**config.mk**
```make
export PLATFORM = sky130hd
export DESIGN_NAME = rgb_fade_ctrl
export DESIGN_NICKNAME = d
export VERILOG_FILES = /design/src/rtl/rgb_fade_ctrl_pkg.sv /design/src/rtl/rgb_fade_ctrl_fade_channel.sv /design/src/rtl/rgb_fade_ctrl.sv
export SDC_FILE = /design/constraint.sdc
export NUM_CORES = 1
export LEC_CHECK = 0
export ABC_AREA = 1
export BUFFER_PORTS_ARGS = -buffer_cell sky130_fd_sc_hd__buf_2
export CAP_MARGIN = 20
export CORE_AREA = 2 2 105 208
export CTS_CLUSTER_SIZE = 25
export DETAILED_ROUTE_END_ITERATION = 12
export DIE_AREA = 0 0 107 210
export HOLD_SLACK_MARGIN = 0.06
export PLACE_DENSITY = 0.73
export SLEW_MARGIN = 10
export SYNTH_ARGS = -nofsm -noshare
export SYNTH_HDL_FRONTEND = slang
export SYNTH_SLANG_ARGS = --single-unit
```
**constraint.sdc**
```tcl
create_clock -name clk -period 4.95 [get_ports clk]
set_clock_uncertainty 0.05 [all_clocks]
set_input_delay 0.2475 -clock clk [delete_from_list [all_inputs] [get_ports clk]]
set_output_delay 0.2475 -clock clk [all_outputs]
set_load 0.02 [all_outputs]
```
**src/rtl/rgb_fade_ctrl_pkg.sv**
```systemverilog
// rgb_fade_ctrl_pkg
//   Shared definitions for the RGB fade sequencer and the SPI command decoder
//   that feeds it: FSM state encoding, default widths, and the "set fade"
//   opcode the decoder recognises before forwarding a command here.
package rgb_fade_ctrl_pkg;

    localparam int LVL_W_DEF  = 12;
    localparam int RATE_W_DEF = 16;
    localparam int STEP_DEF   = 1;

    // SPI opcode decoded upstream into a cmd_valid pulse on this block.
    localparam logic [7:0] OPC_SET_FADE = 8'hF5;

    typedef enum logic {
        ST_IDLE = 1'b0,
        ST_RAMP = 1'b1
    } state_t;

endpackage

```
**src/rtl/rgb_fade_ctrl_fade_channel.sv**
```systemverilog
// fade_channel
//   One colour channel of the fade sequencer. Holds the latched target and
//   the current level, and moves the level one step toward the target on
//   each tick without overshooting or wrapping.
// Ports
//   clk, resetq  clock, asynchronous active-low reset
//   load         latch 'target' (only asserted while the sequencer is idle)
//   target       new target level
//   tick         apply one step this cycle
//   level        current level (registered)
//   at_target    level already equals the latched target
//   final_step   not yet at target, but the next tick lands exactly on it
module fade_channel #(
    parameter int LVL_W = 12,
    parameter int STEP  = 1
) (
    input  logic             clk,
    input  logic             resetq,
    input  logic             load,
    input  logic [LVL_W-1:0] target,
    input  logic             tick,
    output logic [LVL_W-1:0] level,
    output logic             at_target,
    output logic             final_step
);

    logic [LVL_W-1:0] target_q;
    logic [LVL_W-1:0] level_q, level_d;

    // One bit of headroom so level +/- STEP never wraps during comparison.
    logic [LVL_W:0] lvl_x, tgt_x, step_x, diff_x;

    assign lvl_x  = {1'b0, level_q};
    assign tgt_x  = {1'b0, target_q};
    assign step_x = (LVL_W + 1)'(STEP);
    assign diff_x = (tgt_x >= lvl_x) ? (tgt_x - lvl_x) : (lvl_x - tgt_x);

    assign at_target  = (level_q == target_q);
    assign final_step = !at_target && (diff_x <= step_x);

    always_comb begin
        level_d = level_q;
        if (tick) begin
            if (diff_x <= step_x) begin
                // Within one step: snap to target so the endpoints are exact.
                level_d = target_q;
            end else if (tgt_x > lvl_x) begin
                level_d = LVL_W'(lvl_x + step_x);
            end else begin
                level_d = LVL_W'(lvl_x - step_x);
            end
        end
    end

    always_ff @(posedge clk or negedge resetq) begin
        if (!resetq) begin
            target_q <= '0;
            level_q  <= '0;
        end else begin
            if (load) begin
                target_q <= target;
            end
            level_q <= level_d;
        end
    end

    assign level = level_q;

endmodule

```
**src/rtl/rgb_fade_ctrl.sv**
```systemverilog
// rgb_fade_ctrl
//   Sequencer in front of the three RGB sigma-delta modulators. Accepts a
//   target colour and a step rate, ramps each channel linearly toward its
//   target one step per prescaler tick, and pulses done_stb on completion.
// Ports
//   clk, resetq           clock, asynchronous active-low reset
//   cmd_valid/cmd_ready   command handshake (see below)
//   cmd_rgb               targets {blue, green, red}, red in the LSBs
//   cmd_rate              clk cycles between steps minus 1
//   level_red/grn/blu     registered channel levels to the modulators
//   busy                  high while ramping
//   done_stb              one-cycle pulse when all levels reach target
//   dbg_state             current FSM state
//
// Handshake: a command transfers on the rising edge where cmd_valid and
// cmd_ready are both high; cmd_rgb/cmd_rate are sampled only on that edge.
// cmd_ready is high exactly in IDLE, so a master holding cmd_valid through a
// ramp is accepted in the first IDLE cycle (the one carrying done_stb).
module rgb_fade_ctrl
    import rgb_fade_ctrl_pkg::*;
#(
    parameter int LVL_W  = LVL_W_DEF,
    parameter int STEP   = STEP_DEF,
    parameter int RATE_W = RATE_W_DEF
) (
    input  logic               clk,
    input  logic               resetq,
    input  logic               cmd_valid,
    output logic               cmd_ready,
    input  logic [3*LVL_W-1:0] cmd_rgb,
    input  logic [RATE_W-1:0]  cmd_rate,
    output logic [LVL_W-1:0]   level_red,
    output logic [LVL_W-1:0]   level_grn,
    output logic [LVL_W-1:0]   level_blu,
    output logic               busy,
    output logic               done_stb,
    output state_t             dbg_state
);

    state_t              state_q, state_d;
    logic [RATE_W-1:0]   presc_q, presc_d;
    logic [RATE_W-1:0]   rate_q, rate_d;
    logic                done_q, done_d;
    logic                load, tick;

    logic [2:0][LVL_W-1:0] lvl;
    logic [2:0]            at_tgt, fin_step;
    logic                  cmd_eq;

    for (genvar i = 0; i < 3; i++) begin : g_ch
        fade_channel #(
            .LVL_W (LVL_W),
            .STEP  (STEP)
        ) u_ch (
            .clk        (clk),
            .resetq     (resetq),
            .load       (load),
            .target     (cmd_rgb[i*LVL_W +: LVL_W]),
            .tick       (tick),
            .level      (lvl[i]),
            .at_target  (at_tgt[i]),
            .final_step (fin_step[i])
        );
    end

    // Packed lvl places channel 2 (blue) in the MSBs, matching cmd_rgb.
    assign cmd_eq = (cmd_rgb == lvl);

    always_comb begin
        state_d = state_q;
        presc_d = presc_q;
        rate_d  = rate_q;
        done_d  = 1'b0;
        load    = 1'b0;
        tick    = 1'b0;
        unique case (state_q)
            ST_IDLE: begin
                if (cmd_valid) begin
                    if (cmd_eq) begin
                        // Nothing to ramp: acknowledge straight away.
                        done_d = 1'b1;
                    end else begin
                        load    = 1'b1;
                        rate_d  = cmd_rate;
                        presc_d = cmd_rate;
                        state_d = ST_RAMP;
                    end
                end
            end
            ST_RAMP: begin
                if (presc_q == '0) begin
                    tick    = 1'b1;
                    presc_d = rate_q;
                    // Levels update on this same edge, so finish now if every
                    // channel is either done already or lands on this tick.
                    if (&(at_tgt | fin_step)) begin
                        state_d = ST_IDLE;
                        done_d  = 1'b1;
                    end
                end else begin
                    presc_d = presc_q - 1'b1;
                end
            end
            default: state_d = ST_IDLE;
        endcase
    end

    always_ff @(posedge clk or negedge resetq) begin
        if (!resetq) begin
            state_q <= ST_IDLE;
            presc_q <= '0;
            rate_q  <= '0;
            done_q  <= 1'b0;
        end else begin
            state_q <= state_d;
            presc_q <= presc_d;
            rate_q  <= rate_d;
            done_q  <= done_d;
        end
    end

    assign cmd_ready = (state_q == ST_IDLE);
    assign busy      = (state_q == ST_RAMP);
    assign done_stb  = done_q;
    assign dbg_state = state_q;
    assign level_red = lvl[0];
    assign level_grn = lvl[1];
    assign level_blu = lvl[2];

endmodule

```
* After elaboration in Yosys (flattened, before gate mapping)
Cells that the tools add are included.
** Word-level totals
- Register bits :: 106
- Bits of input ports :: 55
- Word-level logic and storage cells :: 77
** Cells by class
- $add $sub $neg :: 13
- Magnitude comparators :: 9
- Eq/ne operators :: 6
- Multiplexer cells :: 26
- Bitwise gates (word level) :: 3
- Reduce and logical (&&, ||, !) cells :: 10
** Operators with widths (number)
- 12-bit by 12-bit subtractor with 13-bit output :: 6
- 12-bit 2-to-1 mux :: 6
- 16-bit 2-to-1 mux :: 3
- 13-bit by 1-bit <= comparator with 1-bit output (second input constant) :: 3
- 13-bit 2-to-1 mux :: 3
- 12-bit by 1-bit adder with 12-bit output (second input constant) :: 3
- 12-bit == test :: 3
- 36-bit == test :: 1
- 12-bit greater-or-equal comparator :: 3
- 12-bit greater-than comparator :: 3
- 12-bit by 1-bit subtractor with 12-bit output (second input constant) :: 3
- 16-bit case mux with 2 select lines :: 1
- 16-bit zero test :: 1
- 16-bit by 1-bit subtractor with 16-bit output (second input constant) :: 1
- 1-bit 2-to-1 mux :: 11
- 3-bit AND reduction :: 2
- 2-bit inequality test (second input constant) :: 2
- 1-bit case mux with 2 select lines :: 2
- 1-bit logical AND :: 3
- 1-bit zero test :: 3
- 3-bit bitwise OR :: 1
- 1-bit NOT :: 2
- 2-bit AND reduction :: 1

* Logic depth before layout (Yosys ltp)
Gate-level depths: netlist of run 1.
- Depth in word-level cells :: 9
- Mapped depth :: 24

* Modules after synthesis
From an unflattened synthesis of run 1, not the netlist that was laid out.
** Unflattened totals
- Cell total of the unflattened synthesis :: 1894
- Area total of the unflattened synthesis :: 11986.5 µm²
** By module, submodules not included
- fade_channel (g_ch[1].u_ch ...) :: times used 2, cells each 484, area an instance 3055.4 µm², seq. area each 600.6 µm²
- fade_channel (g_ch[0].u_ch) :: times used 1, cells each 487, area an instance 3070.4 µm², seq. area each 600.6 µm²
- rgb_fade_ctrl :: times used 1, cells each 439, area an instance 2805.2 µm², seq. area each 850.8 µm²

* Least setup slack after synthesis of run 1
No wires, ideal clock.
- Path type :: reg-to-reg
- Start :: register g_ch[1].u_ch.level_q[1]
- End :: register g_ch[1].u_ch.level_q[10]
- Setup time :: 0.132 ns
- Data arrival time :: 3.353 ns
- Path slack :: 1.414 ns
- Cell stages (with the launch flop) :: 22
- Path buffers :: 0
- Clock period less this slack :: 3.536 ns
- Path through :: dfrtp_1 inv_1 ha_1 nand2_1 nor2_1 nand2_1 nand3_1 nand3_1 nand2_1 nand2_1 fa_1 nand3_1 nand2_1 a21boi_0 o21ai_0 nand2_1 nand2_1 a21oi_1 xor2_1 nand2_1 o211ai_1 o21ai_0
** On the way
- Longest elaborated chain between the ends :: 4
** Ends and longest elaborated chain
- start: declaration :: line rgb_fade_ctrl_fade_channel.sv:28 : logic [LVL_W-1:0] level_q, level_d;
- start signal: assignment :: line rgb_fade_ctrl_fade_channel.sv:63 : level_q <= level_d;
- 12-bit by 12-bit subtractor with 13-bit output / 12-bit greater-or-equal comparator (equally long branches) :: line rgb_fade_ctrl_fade_channel.sv:36 : assign diff_x = (tgt_x >= lvl_x) ? (tgt_x - lvl_x) : (lvl_x - tgt_x);
- 13-bit 2-to-1 mux :: line rgb_fade_ctrl_fade_channel.sv:36
- 13-bit by 1-bit <= comparator with 1-bit output :: line rgb_fade_ctrl_fade_channel.sv:44 : if (diff_x <= step_x) begin
- 12-bit 2-to-1 mux (*) :: line rgb_fade_ctrl_fade_channel.sv:44
Mark *: on every way between the ends. The rest lies on a longest branch, timed or not.
A chain may end at the register's enable or synchronous reset.

* Worst setup path after layout of run 1
- Start :: register g_ch[0].u_ch.level_q[1]
- End :: register g_ch[0].u_ch.level_q[10]
** On the way
- Longest elaborated chain between the ends :: 4
** Ends and longest elaborated chain (line)
- start: declaration :: rgb_fade_ctrl_fade_channel.sv:28
- start signal: assignment :: rgb_fade_ctrl_fade_channel.sv:63
- 12-bit by 12-bit subtractor with 13-bit output / 12-bit greater-or-equal comparator (equally long branches) :: rgb_fade_ctrl_fade_channel.sv:36
- 13-bit 2-to-1 mux :: rgb_fade_ctrl_fade_channel.sv:36
- 13-bit by 1-bit <= comparator with 1-bit output :: rgb_fade_ctrl_fade_channel.sv:44
- 12-bit 2-to-1 mux (*) :: rgb_fade_ctrl_fade_channel.sv:44
Marks and branches as above.

==> flow_metrics.env, run 1 <==
export IMPL_die_h_um=210
export IMPL_ys_ff_latch=106
export IMPL_design_area_um2=12500
export IMPL_p_per_area_nw_per_um2=171
export IMPL_utilization_pct=59.7
export IMPL_grt_pass1_vias=11609
export IMPL_synth_top_area_share_pct=23.6
export IMPL_synthSimpleGateAreaFrac_pct=34.1
export IMPL_diodes=0
export IMPL_ant_nets=0
export IMPL_place_area_um2=11900
export IMPL_grt_pass1_wl_um=55500
export IMPL_yosys_warnings=0
export IMPL_leakagePower_nw=6.60
export IMPL_required_ns=5.14
export IMPL_finalPower_mw=2.13
export IMPL_port_buffers=94
export IMPL_final_setup_worst_slack_ns=0.853
export IMPL_clock_path_buffers=2
export IMPL_area_delta_synth_final_pct=11.3
export IMPL_syn_avg_cell_area_um2=6.44
export IMPL_post_cts_resized=0
export IMPL_synth_top_family_by_area="simple AND/OR/NAND/NOR gates"
export IMPL_cp_max_fo=12
export IMPL_clock_fmax_mhz=244
export IMPL_synth_area_leader_cell="dfrtp_1"
export IMPL_insertion_delay_ns=0.38
export IMPL_holdWs_ns=0.0673
export IMPL_hpwlAfterDp_um=27300
export IMPL_hold_path_class="in -> reg"
export IMPL_via_count=11510
export IMPL_synthAdderAreaFrac_pct=13.2
export IMPL_drive_gt1_share_pct=8.43
export IMPL_startpoint_type="flip-flop"
export IMPL_ys_flop_type="dfrtp_1"
export IMPL_wl_per_cell_um=16.1
export IMPL_setup_worst_path_class="reg -> reg"
export IMPL_post_route_period_util_pct=82.8
export IMPL_dp_slack_ns=0.906
export IMPL_async_flop_share_pct=100
export IMPL_cp_end_kind="flip-flop"
export IMPL_numPlacedInstances=2075
export IMPL_setup_viol_count_final=0
export IMPL_drc_errors=0
export IMPL_tritoncts="yes"
export IMPL_slew_headroom_pct=40.3
export IMPL_status="completed"
export IMPL_htreeDepth=3
export IMPL_syn_num_nets=1912
export IMPL_grt_max_degree=55
export IMPL_final_cells=2120
export IMPL_fill_cells=2077
export IMPL_coreArea_um2=20900
export IMPL_ys_seq_area_share_pct=23.6
export IMPL_synth_xor_area_share_pct=6.32
export IMPL_fin_tns_setup_ns=0
export IMPL_grt_overflow=0
export IMPL_yosysUniqueCellTypes=44
export IMPL_fin_crit_ns=4.10
export IMPL_synth_compound_area_share_pct=12.6
export IMPL_initial_core_util_pct=53.6
export IMPL_tightest_slew_ns=0.894
export IMPL_dieArea_um2=22500
export IMPL_hold_viol=0
export IMPL_arrival_ns=4.29
export IMPL_syn_area_um2=11200
export IMPL_postSynthCellCount=1744
export IMPL_synth_edff_count=0
export IMPL_drtIter0Drc=566
export IMPL_grt_total_usage_pct=31.3
export IMPL_synthMuxAreaShare_pct=0
export IMPL_numCtsBuffers=9
export IMPL_dr_pass1_iters=5
export IMPL_place_congestion=0.975
export IMPL_cap_violations=0
export IMPL_nets=2014
export IMPL_path_clk_slew_ns=0.08
export IMPL_finalMaxSlewViolations=0
export IMPL_rows=75
export IMPL_cts_sinks=106
export IMPL_wl_um=34100
export IMPL_grt_setup_unrepaired="no"
export IMPL_viasPerCell=5.43
export IMPL_pin_count=95
export IMPL_antenna_found_initial=0
export IMPL_vdd_drop_max_uv=181
export IMPL_root_buffer="clkbuf_16"
export IMPL_die_w_um=107
export IMPL_synth_area_leaders="dfrtp_1 24%, nand2_1 18%, ha_1 12%"
==> critical path: stages, from the launching register on <==
cell and delay (ns):
dfrtp_1 0.53, inv_1 0.15, ha_1 0.33, nand2_1 0.09, nor2_2 0.19, nand2_1 0.09
nand3_1 0.12, nand2_2 0.09, nand2_1 0.07, nand2_1 0.34, fa_1 0.56, nand3_1 0.09
nand3_1 0.11, a21oi_1 0.24, o21ai_0 0.20, a21oi_1 0.18, nor2_1 0.05, nor2_1 0.11
xor2_1 0.15, nand2_1 0.06, nand2_1 0.07, o22ai_1 0.07
==> power by group <==
| group | internal [mW] | switching (mW) | leakage [nW] |
|---|---|---|---|
| clock network | 0.355 | 0.372 | 0.138 |
| registers | 0.891 | 0.0214 | 1.28 |
| logic | 0.174 | 0.321 | 5.18 |
==> worst paths after layout <==
check | from | endpoint | slack (ns) | depth (start not counted)
max | g_ch[0].u_ch.level[1] | g_ch[0].u_ch.level[10] | 0.85 | 21
min | cmd_rgb[18] | g_ch[1].u_ch.target_q[6] | 0.07 | 3
max reg2reg | g_ch[0].u_ch.level[1] | g_ch[0].u_ch.level[10] | 0.85 | 21
min reg2reg | rate_q[2] | rate_q[2] | 0.42 | 2
max in group asynchronous | resetq | g_ch[2].u_ch.level[11] | 3.21 | 3
min in group asynchronous | resetq | rate_q[6] | 0.43 | 2
==> placed cells by master, fill, tap and decap left out, types with 2 or more instances in the layout <==
master,netlist,final
nand2_1,542,542
inv_1,249,249
nor2_1,134,133
nand3_1,129,129
dfrtp_1,106,106
ha_1,104,104
o21ai_0,98,98
buf_2,15,93
a21oi_1,88,88
xor2_1,42,42
xnor2_1,39,39
nand4_1,37,37
dlygate4sd3_1,0,28
o21ai_1,24,24
o211ai_1,11,11
or2_2,9,9
fa_1,9,9
clkbuf_16,0,9
o22ai_1,8,8
buf_4,3,8
o21bai_1,7,7
nand2_2,7,7
and2_1,6,6
nor4_1,6,6
nor3_1,6,6
nor2_2,5,5
nand3_4,5,5
nor2_4,3,4
o221ai_1,4,4
a21o_1,3,3
a21boi_0,3,3
a31oi_1,3,3
o2111ai_1,3,3
inv_6,0,3
nand3_2,2,2
inv_2,2,2
a21oi_2,2,2
nand3b_1,2,2
o31ai_1,2,2
clkinvlp_4,0,2
==> per-layer routing <==
layer / up-vias / GRT usage, % / share of wire, %
li1: 5795 / - / -
met4: 0 / 20.8 / 6.8
met1: 5294 / 31.7 / 37
met2: 298 / 58.9 / 54
met5: - / 0 / 0
met3: 123 / 3.40 / 2.9
==> registers in the layout (all words and copies together), names as in the netlist <==
| signal | count |
|---|---|
| rate_q | 16 |
| done_stb | 1 |
| presc_q | 16 |
| g_ch.u_ch.level | 36 |
| g_ch.u_ch.target_q | 36 |
| busy | 1 |
==> cell families (layout without fill, tap and decap cells) <==
logic type | count (synthesis) | in the layout
AO/OA/AOI/OAI | 258 | 258
XOR/XNOR | 81 | 81
adder cells (fa/ha/maj) | 113 | 113
buffers and inverters | 291 | 398
flip-flops | 106 | 106
AND/OR/NAND/NOR | 895 | 895
==> synth_stat cells (2+ instances only) <==
library cell / instances
nand2_1: 542
inv_1: 249
nor2_1: 134
nand3_1: 129
dfrtp_1: 106
ha_1: 104
o21ai_0: 98
a21oi_1: 88
xor2_1: 42
xnor2_1: 39
nand4_1: 37
o21ai_1: 24
clkbuf_1: 16
buf_2: 15
o211ai_1: 11
fa_1: 9
or2_2: 9
o22ai_1: 8
nand2_2: 7
o21bai_1: 7
and2_1: 6
nor3_1: 6
nor4_1: 6
nand3_4: 5
nor2_2: 5
o221ai_1: 4
a21boi_0: 3
a21o_1: 3
a31oi_1: 3
buf_4: 3
buf_6: 3
nor2_4: 3
o2111ai_1: 3
a21oi_2: 2
buf_1: 2
inv_2: 2
nand3_2: 2
nand3b_1: 2
o31ai_1: 2
==> layout make-up <==
cell class / instances / area (um^2) / share of cell area [%]
Tap cell: 269 / 337 / 2.69
Sequential cell: 106 / 2650 / 21.2
Multi-Input combinational cell: 1347 / 7430 / 59.5
Inverter: 252 / 948 / 7.59
Clock buffer: 9 / 225 / 1.80
Clock inverter: 7 / 68.8 / 0.551
Timing Repair Buffer: 130 / 833 / 6.67
==> what timing repair did <==
| action | CTS | global route |
|---|---|---|
| setup buffers | 0 | 0 |
| hold endpoints to repair | 88 | 0 |
| hold buffers | 28 | 0 |
No activity file was read; power rests on OpenSTA's default activity.
==> inputs of run 2 (changes only) <==
PLACE_DENSITY = 0.76   (was 0.73)
clock period = 3.75 ns   (was 4.95 ns; I/O delays follow)
==> flow_metrics.env, run 2 (synthesized netlist as in run 1, its figures left out) <==
export IMPL_drc_errors=0
export IMPL_worst_r2r_endpoint="g_ch[2].u_ch.level[9]"
export IMPL_cts_sinks=106
export IMPL_final_cell_mix="539 x nand2_1, 249 x inv_1, 132 x nor2_1"
export IMPL_path_clk_slew_ns=0.08
export IMPL_vdd_drop_max_uv=283
export IMPL_hold_path_class="in -> reg"
export IMPL_drive_gt1_share_pct=11.6
export IMPL_setup_worst_path_class="reg -> reg"
export IMPL_die_w_um=107
export IMPL_coreArea_um2=20900
export IMPL_setup_viol_count_final=0
export IMPL_numCtsBuffers=9
export IMPL_pin_count=95
export IMPL_grt_pass1_wl_um=57400
export IMPL_grt_total_usage_pct=32.3
export IMPL_hpwlAfterDp_um=28200
export IMPL_rrSetupSlack_ns=0.24
export IMPL_viasPerCell=5.45
export IMPL_via_count=11940
export IMPL_crit_start="g_ch[2].u_ch.target_q[2]"
export IMPL_routed_wl_met3_um=1100
export IMPL_dr_wl_met2_um=18700
export IMPL_dp_slack_ns=0.0855
export IMPL_dieArea_um2=22500
export IMPL_root_buffer="clkbuf_16"
export IMPL_drtIter0Drc=615
export IMPL_post_route_period_util_pct=93.6
export IMPL_wl_um=35300
export IMPL_wl_per_cell_um=16.1
export IMPL_final_setup_worst_slack_ns=0.239
export IMPL_fin_tns_setup_ns=0
export IMPL_status="completed"
export IMPL_startpoint_type="flip-flop"
export IMPL_antenna_found_initial=0
export IMPL_cp_max_fo=9
export IMPL_highest_layer="met4"
export IMPL_htreeDepth=3
export IMPL_cp_end_kind="flip-flop"
export IMPL_diodes=0
export IMPL_tightest_slew_ns=0.933
export IMPL_final_cells=2191
export IMPL_numPlacedInstances=2126
export IMPL_fin_crit_ns=3.51
export IMPL_grt_overflow=0
export IMPL_cap_violations=0
export IMPL_port_buffers=94
export IMPL_leakagePower_nw=6.94
export IMPL_p_per_area_nw_per_um2=218
export IMPL_insertion_delay_ns=0.38
export IMPL_hold_path_startpoint="cmd_rgb[28]"
export IMPL_nets=2085
export IMPL_grt_setup_unrepaired="no"
export IMPL_arrival_ns=3.73
export IMPL_place_congestion=0.960
export IMPL_wl_met1_um=12800
export IMPL_clock_path_buffers=2
export IMPL_rows=75
export IMPL_worstReg2RegStart="g_ch[2].u_ch.target_q[2]"
export IMPL_finalMaxSlewViolations=0
export IMPL_clock_fmax_mhz=285
export IMPL_tritoncts="yes"
export IMPL_ant_nets=0
export IMPL_area_delta_synth_final_pct=16.9
export IMPL_worstHoldEndpoint="g_ch[2].u_ch.target_q[4]"
export IMPL_utilization_pct=62.7
export IMPL_initial_core_util_pct=53.6
export IMPL_hold_depth=3
export IMPL_hold_viol=0
export IMPL_final_common_cell="nand2_1"
export IMPL_grt_max_degree=68
export IMPL_slew_headroom_pct=37.7
export IMPL_die_h_um=210
export IMPL_required_ns=3.97
export IMPL_dr_pass1_iters=5
export IMPL_grt_pass1_vias=11986
export IMPL_reg2regPathDepth=18
-- run 2: cell types whose count changed in the layout (fill, tap and decap cells not counted), sizes merged --
| cell | delta |
|---|---|
| buf | +50 |
| dlygate4sd3 | +21 |
| clkinv | +1 |
| clkinvlp | -1 |
-- run 2: worst max-delay path by stage --
stage	endpoint	slack [ns]	cells after the start
after floorplan	g_ch[1].u_ch.level[10]	0.21	21
after global routing	g_ch[2].u_ch.level[8]	0.002	21
after global placement	g_ch[2].u_ch.level[8]	0.17	21
after CTS	g_ch[2].u_ch.level[8]	0.05	21
final	g_ch[2].u_ch.level[9]	0.24	18
after detailed placement	g_ch[2].u_ch.level[8]	0.09	21
-- run 2: timing repair --
action	in CTS	in global routing
setup buffers	0	0
setup endpoints to repair	0	10
hold endpoints to repair	129	0
resized for setup	0	18
hold buffers	49	0
-- run 2: final cells by class --
| type | instances | area [um^2] |
|---|---|---|
| repair buffers | 201 | 1400 |
| flip-flops and latches | 106 | 2650 |
| clock buffers | 9 | 225 |
| fillers | 1991 | 7810 |
| inverters | 252 | 948 |
| well taps | 269 | 337 |
| multi-input cells | 1347 | 7490 |
| clock inverters | 7 | 68.8 |
-- run 2: per-stage QoR --
stage	total power [mW]	area, um^2	hold slack, ns
floorplan	1.65	11200	-0.158
global placement	1.85	12300	0.290
detailed placement	1.86	12300	0.299
CTS	2.87	13100	0.0603
global route	3.00	13100	0.0777
finish	2.86	13100	0.0801
-- run 2: routing by layer --
layer	vias to the layer above	GRT usage [%]
li1	5937	-
met1	5515	32.6
met2	345	60.0
met3	143	3.62
met4	0	22.9
met5	-	0
-- run 2: power by group --
group | switching, mW | total [mW] | internal [mW] | leakage (nW)
logic | 0.432 | 0.692 | 0.260 | 5.52
clock network | 0.496 | 0.966 | 0.470 | 0.143
registers | 0.0281 | 1.20 | 1.18 | 1.28
total | 0.956 | 2.86 | 1.91 | 6.94
-- run 2: worst max-delay path: stages, from the launching register on --
cell     delay [ns]
dfrtp_1        0.43
ha_2           0.46
nand2_1        0.13
nor2_2         0.13
nand2_2        0.08
nand3_4        0.10
nand3_4        0.10
nand2_1        0.10
nand2_2        0.14
buf_4          0.21
ha_1           0.33
nand2_1        0.08
o21ai_0        0.35
a21oi_1        0.12
o21ai_0        0.22
xnor2_1        0.16
nand2_1        0.08
nand2_1        0.06
o21ai_1        0.06
